### config.mk
export PLATFORM = sky130hd
export DESIGN_NAME = muldiv_sequencer
export DESIGN_NICKNAME = d
export VERILOG_FILES = /design/src/rtl/muldiv_sequencer.sv
export SDC_FILE = /design/constraint.sdc
export NUM_CORES = 1
export LEC_CHECK = 0
export ABC_AREA = 0
export CAP_MARGIN = 20
export CORE_MARGIN = 2
export CORE_UTILIZATION = 59
export CTS_CLUSTER_SIZE = 16
export DETAILED_ROUTE_END_ITERATION = 10
export GPL_TIMING_DRIVEN = 0
export PLACE_DENSITY_LB_ADDON = 0.15
export SLEW_MARGIN = 20
export SYNTH_ARGS = -nofsm -noshare
export SYNTH_HDL_FRONTEND = slang
export SYNTH_SLANG_ARGS = --single-unit
### constraint.sdc
create_clock -name clk -period 4.6 [get_ports clk]
set_input_delay 1.15 -clock clk [delete_from_list [all_inputs] [get_ports clk]]
set_output_delay 1.15 -clock clk [all_outputs]
set_load 0.05 [all_outputs]
### src/rtl/muldiv_sequencer.sv
// Multi-cycle MULT/MULTU/DIV/DIVU engine with HI/LO result registers.
// It uses shift-add multiply and restoring divide, one bit per cycle, and raises stall while busy.
module muldiv_sequencer #(
    parameter int XLEN = 32
) (
    input  logic            clk,
    input  logic            reset,
    input  logic            start,
    input  logic [1:0]      op,
    input  logic [XLEN-1:0] operand_a,
    input  logic [XLEN-1:0] operand_b,
    output logic            busy,
    output logic            stall,
    output logic            done,
    output logic            div_by_zero,
    output logic [XLEN-1:0] hi,
    output logic [XLEN-1:0] lo
);
    localparam int CW = $clog2(XLEN + 1);

    typedef enum logic [2:0] {IDLE, PREP, CALC, FIX, DONE} state_t;

    state_t          state, state_nx;
    logic [CW-1:0]   cnt;
    logic            is_div, neg_res, neg_rem, dbz;
    logic [XLEN-1:0] den, acc_hi, acc_lo;

    // Operand decode, used only while in PREP
    logic            sign_a, sign_b, in_dbz;
    logic [XLEN-1:0] mag_a, mag_b;

    assign sign_a = op[0] & operand_a[XLEN-1];
    assign sign_b = op[0] & operand_b[XLEN-1];
    assign mag_a  = sign_a ? -operand_a : operand_a;
    assign mag_b  = sign_b ? -operand_b : operand_b;
    assign in_dbz = op[1] && (operand_b == '0);

    // acc_hi:acc_lo is the product for multiply, remainder:quotient for divide
    logic [XLEN:0]     msum, dshift, ddiff;
    logic [2*XLEN-1:0] prod_fix;
    logic [XLEN-1:0]   quo_fix, rem_fix;

    assign msum     = {1'b0, acc_hi} + (acc_lo[0] ? {1'b0, den} : '0);
    assign dshift   = {acc_hi, acc_lo[XLEN-1]};
    assign ddiff    = dshift - {1'b0, den};
    assign prod_fix = neg_res ? -{acc_hi, acc_lo} : {acc_hi, acc_lo};
    assign quo_fix  = neg_res ? -acc_lo : acc_lo;
    assign rem_fix  = neg_rem ? -acc_hi : acc_hi;

    always_ff @(posedge clk) begin
        if (reset) state <= IDLE;
        else       state <= state_nx;
    end

    always_comb begin
        state_nx = state;
        case (state)
            IDLE:    if (start) state_nx = PREP;
            PREP:    state_nx = in_dbz ? DONE : CALC;
            CALC:    if (cnt == CW'(1)) state_nx = FIX;
            FIX:     state_nx = DONE;
            DONE:    state_nx = start ? PREP : IDLE;
            default: state_nx = IDLE;
        endcase
    end

    always_comb begin
        busy        = (state == PREP) || (state == CALC) || (state == FIX);
        done        = (state == DONE);
        div_by_zero = (state == DONE) && dbz;
        stall       = busy || (start && ((state == IDLE) || (state == DONE)));
    end

    always_ff @(posedge clk) begin
        if (reset) begin
            cnt     <= '0;
            is_div  <= 1'b0;
            neg_res <= 1'b0;
            neg_rem <= 1'b0;
            dbz     <= 1'b0;
            den     <= '0;
            acc_hi  <= '0;
            acc_lo  <= '0;
            hi      <= '0;
            lo      <= '0;
        end else begin
            case (state)
                PREP: begin
                    is_div  <= op[1];
                    neg_res <= sign_a ^ sign_b;
                    neg_rem <= sign_a;
                    dbz     <= in_dbz;
                    cnt     <= CW'(XLEN);
                    acc_hi  <= '0;
                    if (op[1]) begin
                        den    <= mag_b;
                        acc_lo <= mag_a;
                    end else begin
                        den    <= mag_a;
                        acc_lo <= mag_b;
                    end
                    // Divide by zero skips CALC/FIX and posts its result immediately
                    if (in_dbz) begin
                        hi <= operand_a;
                        lo <= '1;
                    end
                end
                CALC: begin
                    cnt <= cnt - CW'(1);
                    if (is_div) begin
                        if (!ddiff[XLEN]) acc_hi <= ddiff[XLEN-1:0];
                        else              acc_hi <= dshift[XLEN-1:0];
                        acc_lo <= {acc_lo[XLEN-2:0], ~ddiff[XLEN]};
                    end else begin
                        acc_hi <= msum[XLEN:1];
                        acc_lo <= {msum[0], acc_lo[XLEN-1:1]};
                    end
                end
                FIX: begin
                    if (is_div) begin
                        hi <= rem_fix;
                        lo <= quo_fix;
                    end else begin
                        {hi, lo} <= prod_fix;
                    end
                end
                default: ;
            endcase
        end
    end
endmodule

Yosys cells after proc, flatten, opt, wreduce, memory -nomap -nowiden
Cells that the tools add are included.
- reductions and logical operators: 13
- add/subtract/negate cells: 8
- $mul: 0
- mux-type cells: 25
- bitwise logic cells: 4
- shift-type cells: 0
- divide/modulo/power cells: 0
- eq/ne operators: 8
- magnitude comparators: 0
- operators with widths (kind ; count):
    $mux 32 ; 14
    $pmux 32 s2 ; 4
    $neg 32->32 ; 4
    $mux 64 ; 1
    $neg 64->64 ; 1
    $add 32x32->33 ; 1
    $sub 33x32->33 ; 1
    $logic_not 32->1 ; 1
    $pmux 3 s5 ; 1
    $pmux 6 s2 ; 1
    $mux 3 ; 3
    $eq 3x2->1 const B ; 2
    $eq 6x1->1 const B ; 1
    $ne 2x2->1 const B ; 3
    $sub 6x1->6 const B ; 1
    $logic_or 1x1->1 ; 4
    $reduce_and 2->1 ; 2
    $reduce_bool 2->1 ; 2
    $eq 3x1->1 const B ; 1
    $eq 3x3->1 const B ; 1
    $logic_and 1x1->1 ; 3
    $logic_not 3->1 ; 1
    $and 1x1->1 ; 2
    $mux 1 ; 1
    other kinds (2) ; 2
- memories: 0
- bits in latches: 0
- memory bits (writable): 0
- flip-flop bits (word level): 173
- logic and storage cells: 69
- output and inout port bits: 68
- bits in read-only memories: 0

Longest topological paths before layout
Gate-level depths: netlist (run 1).
- word-level depth: 4
- depth in mapped cells: 15
- mapped depth without buffers: 14

Least setup slack after synthesis (run 1)
No wires, ideal clock.
- path kind: input port to flip-flop
- start: input operand_b[17]
- end: register hi[18]
- library setup time: 0.119 ns
- required time: 4.481 ns
- buffers on the path: 2
- stages: 9
- arrival: 3.757 ns
- setup slack: 0.724 ns
- cell sequence: or4_4 nor4_4 or4b_4 nor4_2 nand2b_1 or4_4 buf_6 buf_4 o221a_2
- word-level cells in the longest chain between the ends: 4
- ends and longest elaborated chain (element ; RTL line ; source):
    start, declared ; 11 ; input logic [XLEN-1:0] operand_b,
    $logic_not 32->1 ; 36 ; assign in_dbz = op[1] && (operand_b == '0);
    $logic_and 1x1->1 ; 36 ;
    $ne 2x2->1 (no line) ; - ;
    $reduce_and 2->1 (no line) ; - ;
    end signal, assigned ; 104 ; hi <= operand_a;
    end signal, assigned ; 121 ; hi <= rem_fix;
    end signal, assigned ; 124 ; {hi, lo} <= prod_fix;
    end, declared ; 16 ; output logic [XLEN-1:0] hi,
Every way passes these cells.
A chain may end at the register's enable or synchronous reset.

Worst setup path after layout (run 1)
- start: input operand_a[9]
- end: register den[25]
- word-level cells in the longest chain between the ends: 3
- ends and longest elaborated chain (element ; RTL line ; source):
    start, declared ; 10 ; input logic [XLEN-1:0] operand_a,
    $neg 32->32 ; 34 ; assign mag_a = sign_a ? -operand_a : operand_a;
    $mux 32 ; 34 ;
    $mux 32 ; 95 ; if (op[1]) begin
    end signal, assigned ; 96 ; den <= mag_b;
    end signal, assigned ; 99 ; den <= mag_a;
    end, declared ; 26 ; logic [XLEN-1:0] den, acc_hi, acc_lo;
Every way passes these cells.

==> metrics.md, run 1 <==
| Metric | Value |
|---|---|
| Sw power | `roughly 0.0018 W` |
| Crit-path slowest cell | `or4_1` |
| Final Setup Violations | `0` |
| Worst path cell trace | `clkdlybuf4s50_1 > or4_1 > nor4_2 > or4b_1 > clkbuf_1 > nor3_1 > a21oi_1 > xnor2_1 > nand2_1 > o211ai_1 > a21oi_1` |
| Reg power frac | `0.345` |
| Worst endpoint required time | `4.91 ns` |
| Cell taking the most area after synthesis | `dfxtp_1` |
| Setup TNS | `0 ns` |
| Longest Clk Path Bufs | `2` |
| Status | `finished clean` |
| Overall routing resource usage | `0.437` |
| Util after Layout | `0.704` |
| Worst Min Path Start | `den[22]$_SDFFE_PP0P_` |
| HPWL after DPL | `around 46000 um` |
| Max-slew violation count | `0` |
| Crit path time final | `4.57 ns` |
| Register bit total from synthesis | `173` |
| CP max stage delay | `0.63 ns` |
| Hold Crit Class | `reg -> reg` |
| Crit-path most repeated cell | `a21oi_1` |
| Leakage power figure | `6.55 nW` |
| CTS tree | `built` |
| Fraction of registers with async set/reset | `0` |
| Critical Path Start | `operand_a[9]` |
| Initial antenna violation count | `2` |
| Hold_buf cts | `0` |
| Crit Path Max Fanout | `6` |
| Worst path bufs/invs | `2` |
| Cell Area, Synth | `approximately 15000 um2` |
| Post-Layout Cell Count | `around 2.5k` |
| Vias | `approximately 17k` |
| Vias in the first global route | `15.4k` |
| Logic gate share of total power | `0.319` |
| Final antenna-violating net count | `0` |
| Sequential area share after synthesis | `0.234` |
| Initial Util | `0.604` |
| Unrepaired setup endpoints after global routing | `false` |
| Period Utilization, post-route | `0.993` |
| EDFF count, synth | `0` |
| Largest net degree at the start of global routing | `21` |
| Die H | `162 um` |
| Num Clock Sinks | `173` |
| # DRC | `0` |
| H-tree levels | `4` |
| Worst Setup End Kind | `flip-flop` |
| R2r startpoint | `acc_lo[31]$_SDFFE_PP0P_` |
| Total wire length | `58600 um` |
| 1st-iter DRT viols | `approximately 2.2k` |
| Fmax | `around 220 MHz` |
| Hold Vio Cnt, Final | `0` |
| Mapped Nets | `2136` |
| Worst path top cell family by delay | `simple AND/OR/NAND/NOR gates` |
| VDD IR-drop max | `280 uV` |
| Synth Instances | `1995` |
| CP startpoint kind | `primary input` |
| RD Place Congestion | `1.12` |
| Post-CTS Setup Inserts | `0` |
| Pwr dens | `274 nW/um2` |
| Netlist cell types | `84` |
| Global-route wire length before repair | `88100 um` |
| Worst-Skew Late Latency | `0.46 ns` |
| CTS root buf | `clkbuf_16` |
| Inst Count DP | `about 2.5k` |
| Die area | `roughly 26000 um2` |
| IO Count | `137` |
| Wirelength per Cell | `23.5 um` |
| Slew @ Worst Pin | `~1.1 ns` |
| Total grt overflow | `0` |
| Pwr Total | `about 0.0047 W` |
| Synth warn | `0` |
| Core ar. | `24500 um2` |
| Cell row count | `57` |
| Area delta synth->final | `16.5%` |
| Port Buffers | `136` |
| Area fraction of the dominant cell type after synthesis | `0.234` |
| Via/cell ratio | `between 6 and 7` |
| Internal | `just under 0.003 W` |
| Clock group share of total power | `0.336` |
| Share of cells above drive strength 1 | `0.0643` |
| WS Path Type | `in -> reg` |
| Total of max-cap violations | `0` |
| First-pass iteration count of the detailed router | `8` |
| Syn Area/Cell | `7.41 um2` |
| Clock skew | `0.0166 ns` |
| CP arrival | `4.88 ns` |
| Largest cells by area after synthesis | `dfxtp_1 23%, a21oi_1 7.5%, nor2_1 7.4%` |
| Clk pin slew, worst setup/hold paths | `~0.08 ns` |
| Slew HR | `0.299` |
| Final #Nets | `2291` |
| CTS buffer count | `17` |
| Die extent in x | `162 um` |
| Switching Fraction | `0.389` |
| Synth Flop Type | `dfxtp_1` |
-- per-stage QoR --
| step | setup slack [ns] | cell area (um2) | hold slack [ns] |
|---|---|---|---|
| detailed placement | -0.318 | 16500 | 0.451 |
| floorplan | 0.724 | 14800 | 0.432 |
| global route | 0.0171 | 17200 | 0.493 |
| CTS | 0.0727 | 17200 | 0.458 |
| global placement | -0.322 | 16500 | 0.444 |
| finish | 0.0314 | 17200 | 0.467 |
-- metal layers --
| layer | wire (um) | vias to the layer above | GRT usage | part of all wire |
|---|---|---|---|---|
| met3 | 7870 | 248 | 0.145 | 0.13 |
| li1 | - | 7543 | - | - |
| met5 | 119 | - | 0.0246 | 0.0020 |
| met1 | 23500 | 7812 | 0.576 | 0.40 |
| met4 | 3310 | 6 | 0.209 | 0.057 |
| met2 | 23800 | 1182 | 0.640 | 0.41 |
-- Yosys cell counts, types with 8 or more instances --
library cell  number
a22oi_1           29
a221oi_1          19
o21ai_0          113
o41ai_1           10
a31oi_1           16
xor2_1            93
nor2b_1           11
nand2b_1          22
and2_1            20
dfxtp_1          173
a221oi_2          32
nand3_1           24
o21a_1             9
or3_1             17
nand4_1           17
a21oi_1          223
inv_1             63
a211oi_1          29
nor3_1            38
nor4_1            11
ha_1              70
o211ai_1          31
clkbuf_1         102
or2_2             15
o22ai_1           13
mux2i_1           52
nand2_1          174
xnor2_1           82
buf_1             13
and3_1             8
o31ai_1           22
nor2_1           290
a311oi_1          10
a21o_1            23
-- path summary, 6_finish.rpt --
kind	end	slack, ns	cells past startpoint
max reg2reg	acc_hi[0]$_SDFFE_PP0P_	0.11	14
min	den[22]$_SDFFE_PP0P_	0.47	2
min reg2reg	den[22]$_SDFFE_PP0P_	0.47	2
max	den[25]$_SDFFE_PP0P_	0.03	11
-- final cells by class --
class / count / area, um2
Inverter: 65 / 244
Clock inverter: 15 / 215
Sequential cell: 173 / 3460
Multi-Input combinational cell: 1625 / 10500
Fill cell: 2066 / 7240
Antenna cell: 1 / 2.50
Timing Repair Buffer: 136 / 1360
Clock buffer: 17 / 425
Tap cell: 324 / 405
Buffer: 132 / 577
-- worst min-delay path, cell delays in order (launching register included) --
cell and delay [ns]:
dfxtp_1 0.32, nand2_1 0.06, a21oi_1 0.05
-- sequential cells by signal, summed over array words and instances, names as in the netlist, 3 cells and up --
signal / flops
lo: 32
state: 3
den: 32
hi: 32
acc_hi: 32
acc_lo: 32
cnt: 6
-- kinds of logic after synthesis --
group                    Yosys count  synth area share
AND/OR/NAND/NOR                  690             0.218
AO/OA/AOI/OAI                    631             0.288
buffers and inverters            197            0.0549
XOR/XNOR                         175             0.104
flip-flops                       173             0.234
adder cells (fa/ha/maj)           72            0.0620
multiplexers                      57            0.0390
-- power groups by stage --
stage	clock (W)	combinational (W)	sequential (W)
final	0.00159	0.00150	0.00163
after global routing	0.00163	0.00159	0.00163
after CTS	0.00156	0.00144	0.00162
after detailed placement	0	0.00143	0.00166
after global placement	0	0.00141	0.00166
after floorplan	0	0.000910	0.00168
-- placed cells by master (no fill, tap or decap), types with 63 or more instances in the layout --
cell	synthesis	final
ha_1	70	70
xor2_1	93	93
nor2_1	290	288
inv_1	63	63
xnor2_1	82	82
a21oi_1	223	223
clkdlybuf4s50_1	0	136
nand2_1	174	174
o21ai_0	113	113
clkbuf_1	102	99
dfxtp_1	173	173
-- timing repair --
action,4_1_cts,5_1_grt
cloned,0,0
endpoints found under the hold margin,0,0
gates resized for setup,2,13
setup endpoints to repair,13,53
(Power assumes the default switching activity.)
==> run 2: changes to the inputs <==
Settings changed: CAP_MARGIN 20 to unset, CORE_UTILIZATION 59 to 35.
Clock period 4.6 ns to 5.65 ns, I/O delays scaled along.
==> metrics.md, run 2 (synthesis gave the netlist of run 1 again) <==
| Metric | Value |
|---|---|
| ANT cells | `0` |
| Area delta synth->final | `17.7%` |
| H-tree levels | `4` |
| Longest Clk Path Bufs | `2` |
| Period Utilization, post-route | `0.890` |
| Final #Nets | `2291` |
| Fmax | `199 MHz` |
| CTS-repair resized insts | `0` |
| Pwr dens | `between 200 and 250 nW/um2` |
| IO Count | `between 100 and 150` |
| Via/cell ratio | `~6` |
| Die H | `~210 um` |
| Setup TNS | `0 ns` |
| Max-slew violation count | `0` |
| Most common cell after layout, fill and taps aside | `nor2_1` |
| CP startpoint kind | `primary input` |
| Crit path time final | `a little over 5 ns` |
| Clock skew | `0.0153 ns` |
| Num Clock Sinks | `173` |
| Largest net degree at the start of global routing | `18` |
| Clk pin slew, worst setup/hold paths | `around 0.070 ns` |
| Fin area | `17400 um2` |
| Vias in the first global route | `15.3k` |
| Final antenna-violating net count | `0` |
| Overall routing resource usage | `0.298` |
| Core ar. | `41900 um2` |
| Total of max-cap violations | `0` |
| Placed Area | `16800 um2` |
| Total grt overflow | `0` |
| CP arrival | `5.43 ns` |
| Commonest cells after routing, fill and taps aside | `289 x nor2_1, 223 x a21oi_1, 174 x nand2_1, 173 x dfxtp_1, 136 x clkdlybuf4s50_1` |
| WS Path Type | `in -> reg` |
| CTS buffer count | `17` |
| Hold Crit Class | `reg -> reg` |
| Die extent in x | `210 um` |
| Post-Place Setup Slack | `0.304 ns` |
| PnR worst setup slack | `0.620 ns` |
| Leakage power figure | `6.50 nW` |
| Worst-Skew Late Latency | `0.47 ns` |
| Final Setup Violations | `0` |
| Worst endpoint required time | `6.05 ns` |
| First-pass iteration count of the detailed router | `8` |
| # DRC | `0` |
| Post-Layout Cell Count | `approximately 2.7k` |
| CTS root buf | `clkbuf_16` |
| Inst Count DP | `2670` |
| CTS tree | `built` |
| Die area | `~44000 um2` |
| Worst Setup End Kind | `flip-flop` |
| Hold Vio Cnt, Final | `0` |
| Vias | `16.1k` |
| Cell row count | `75` |
| Port Buffers | `136` |
| Share of cells above drive strength 1 | `0.0601` |
| Total wire length | `between 60000 and 70000 um` |
| Status | `finished clean` |
| VDD IR-drop max | `203 uV` |
| Unrepaired setup endpoints after global routing | `false` |
| Post-CTS Setup Inserts | `0` |
| Hold_buf cts | `0` |
| HPWL after DPL | `52600 um` |
| Wirelength per Cell | `24.3 um` |
| Util after Layout | `0.416` |
| Global-route wire length before repair | `97600 um` |
| Slew HR | `0.264` |
| Slew @ Worst Pin | `1.10 ns` |
| Crit Path Max Fanout | `6` |
| Initial Util | `0.353` |
| 1st-iter DRT viols | `1488` |
| Initial antenna violation count | `1` |
| RD Place Congestion | `~0.95` |
run 2: layer usage:
metal / global-route usage / up-vias / wire length [um]
li1: - / 7523 / -
met1: 0.411 / 7853 / 29900
met4: 0.0937 / 0 / 1790
met2: 0.472 / 662 / 29300
met3: 0.0528 / 94 / 4700
met5: 0 / - / 0
run 2: through the flow:
step / hold WS, ns / power, W
6_report: 0.455 / 0.00379
5_1_grt: 0.470 / 0.00394
4_1_cts: 0.455 / 0.00377
3_5_place_dp: 0.444 / 0.00255
3_3_place_gp: 0.446 / 0.00254
2_1_floorplan: 0.432 / 0.00211
run 2: worst max-delay path: stages:
cell             delay [ns]
clkdlybuf4s50_1        0.55
or4_1                  0.62
nor4_1                 0.37
or4b_1                 0.47
clkbuf_1               0.17
or2_2                  0.30
nor2_1                 0.31
a21oi_1                0.14
xnor2_1                0.16
a211oi_1               0.68
a221oi_1               0.10
nor2_1                 0.12
run 2: final cells by class:
| type | count | area [um2] |
|---|---|---|
| multi-input combinational | 1625 | 10500 |
| tap | 539 | 674 |
| inverter | 65 | 244 |
| clock inverter | 14 | 154 |
| clock buffer | 18 | 429 |
| sequential | 173 | 3460 |
| timing repair buffer | 136 | 1360 |
| fill | 4379 | 24400 |
| buffer | 132 | 568 |
run 2: path summary, 6_finish.rpt:
path / from / cells past startpoint / slack [ns] / end
max: operand_a[9] / 12 / 0.62 / acc_lo[24]$_SDFFE_PP0P_
min: den[13]$_SDFFE_PP0P_ / 2 / 0.46 / den[13]$_SDFFE_PP0P_
max reg2reg: acc_lo[31]$_SDFFE_PP0P_ / 14 / 0.69 / acc_hi[6]$_SDFFE_PP0P_
min reg2reg: den[13]$_SDFFE_PP0P_ / 2 / 0.46 / den[13]$_SDFFE_PP0P_
run 2: report_power, final:
group          switching (W)  leakage [nW]  internal [W]
sequential         0.0000552          1.40       0.00127
combinational       0.000802          4.81      0.000425
clock               0.000612         0.281      0.000625
total                0.00147          6.50       0.00232
==> run 3: changes to the inputs <==
Settings changed: CAP_MARGIN set to 0.
==> results of run 3 <==
Final layout, timing and power as in run 2 (identical DEF).
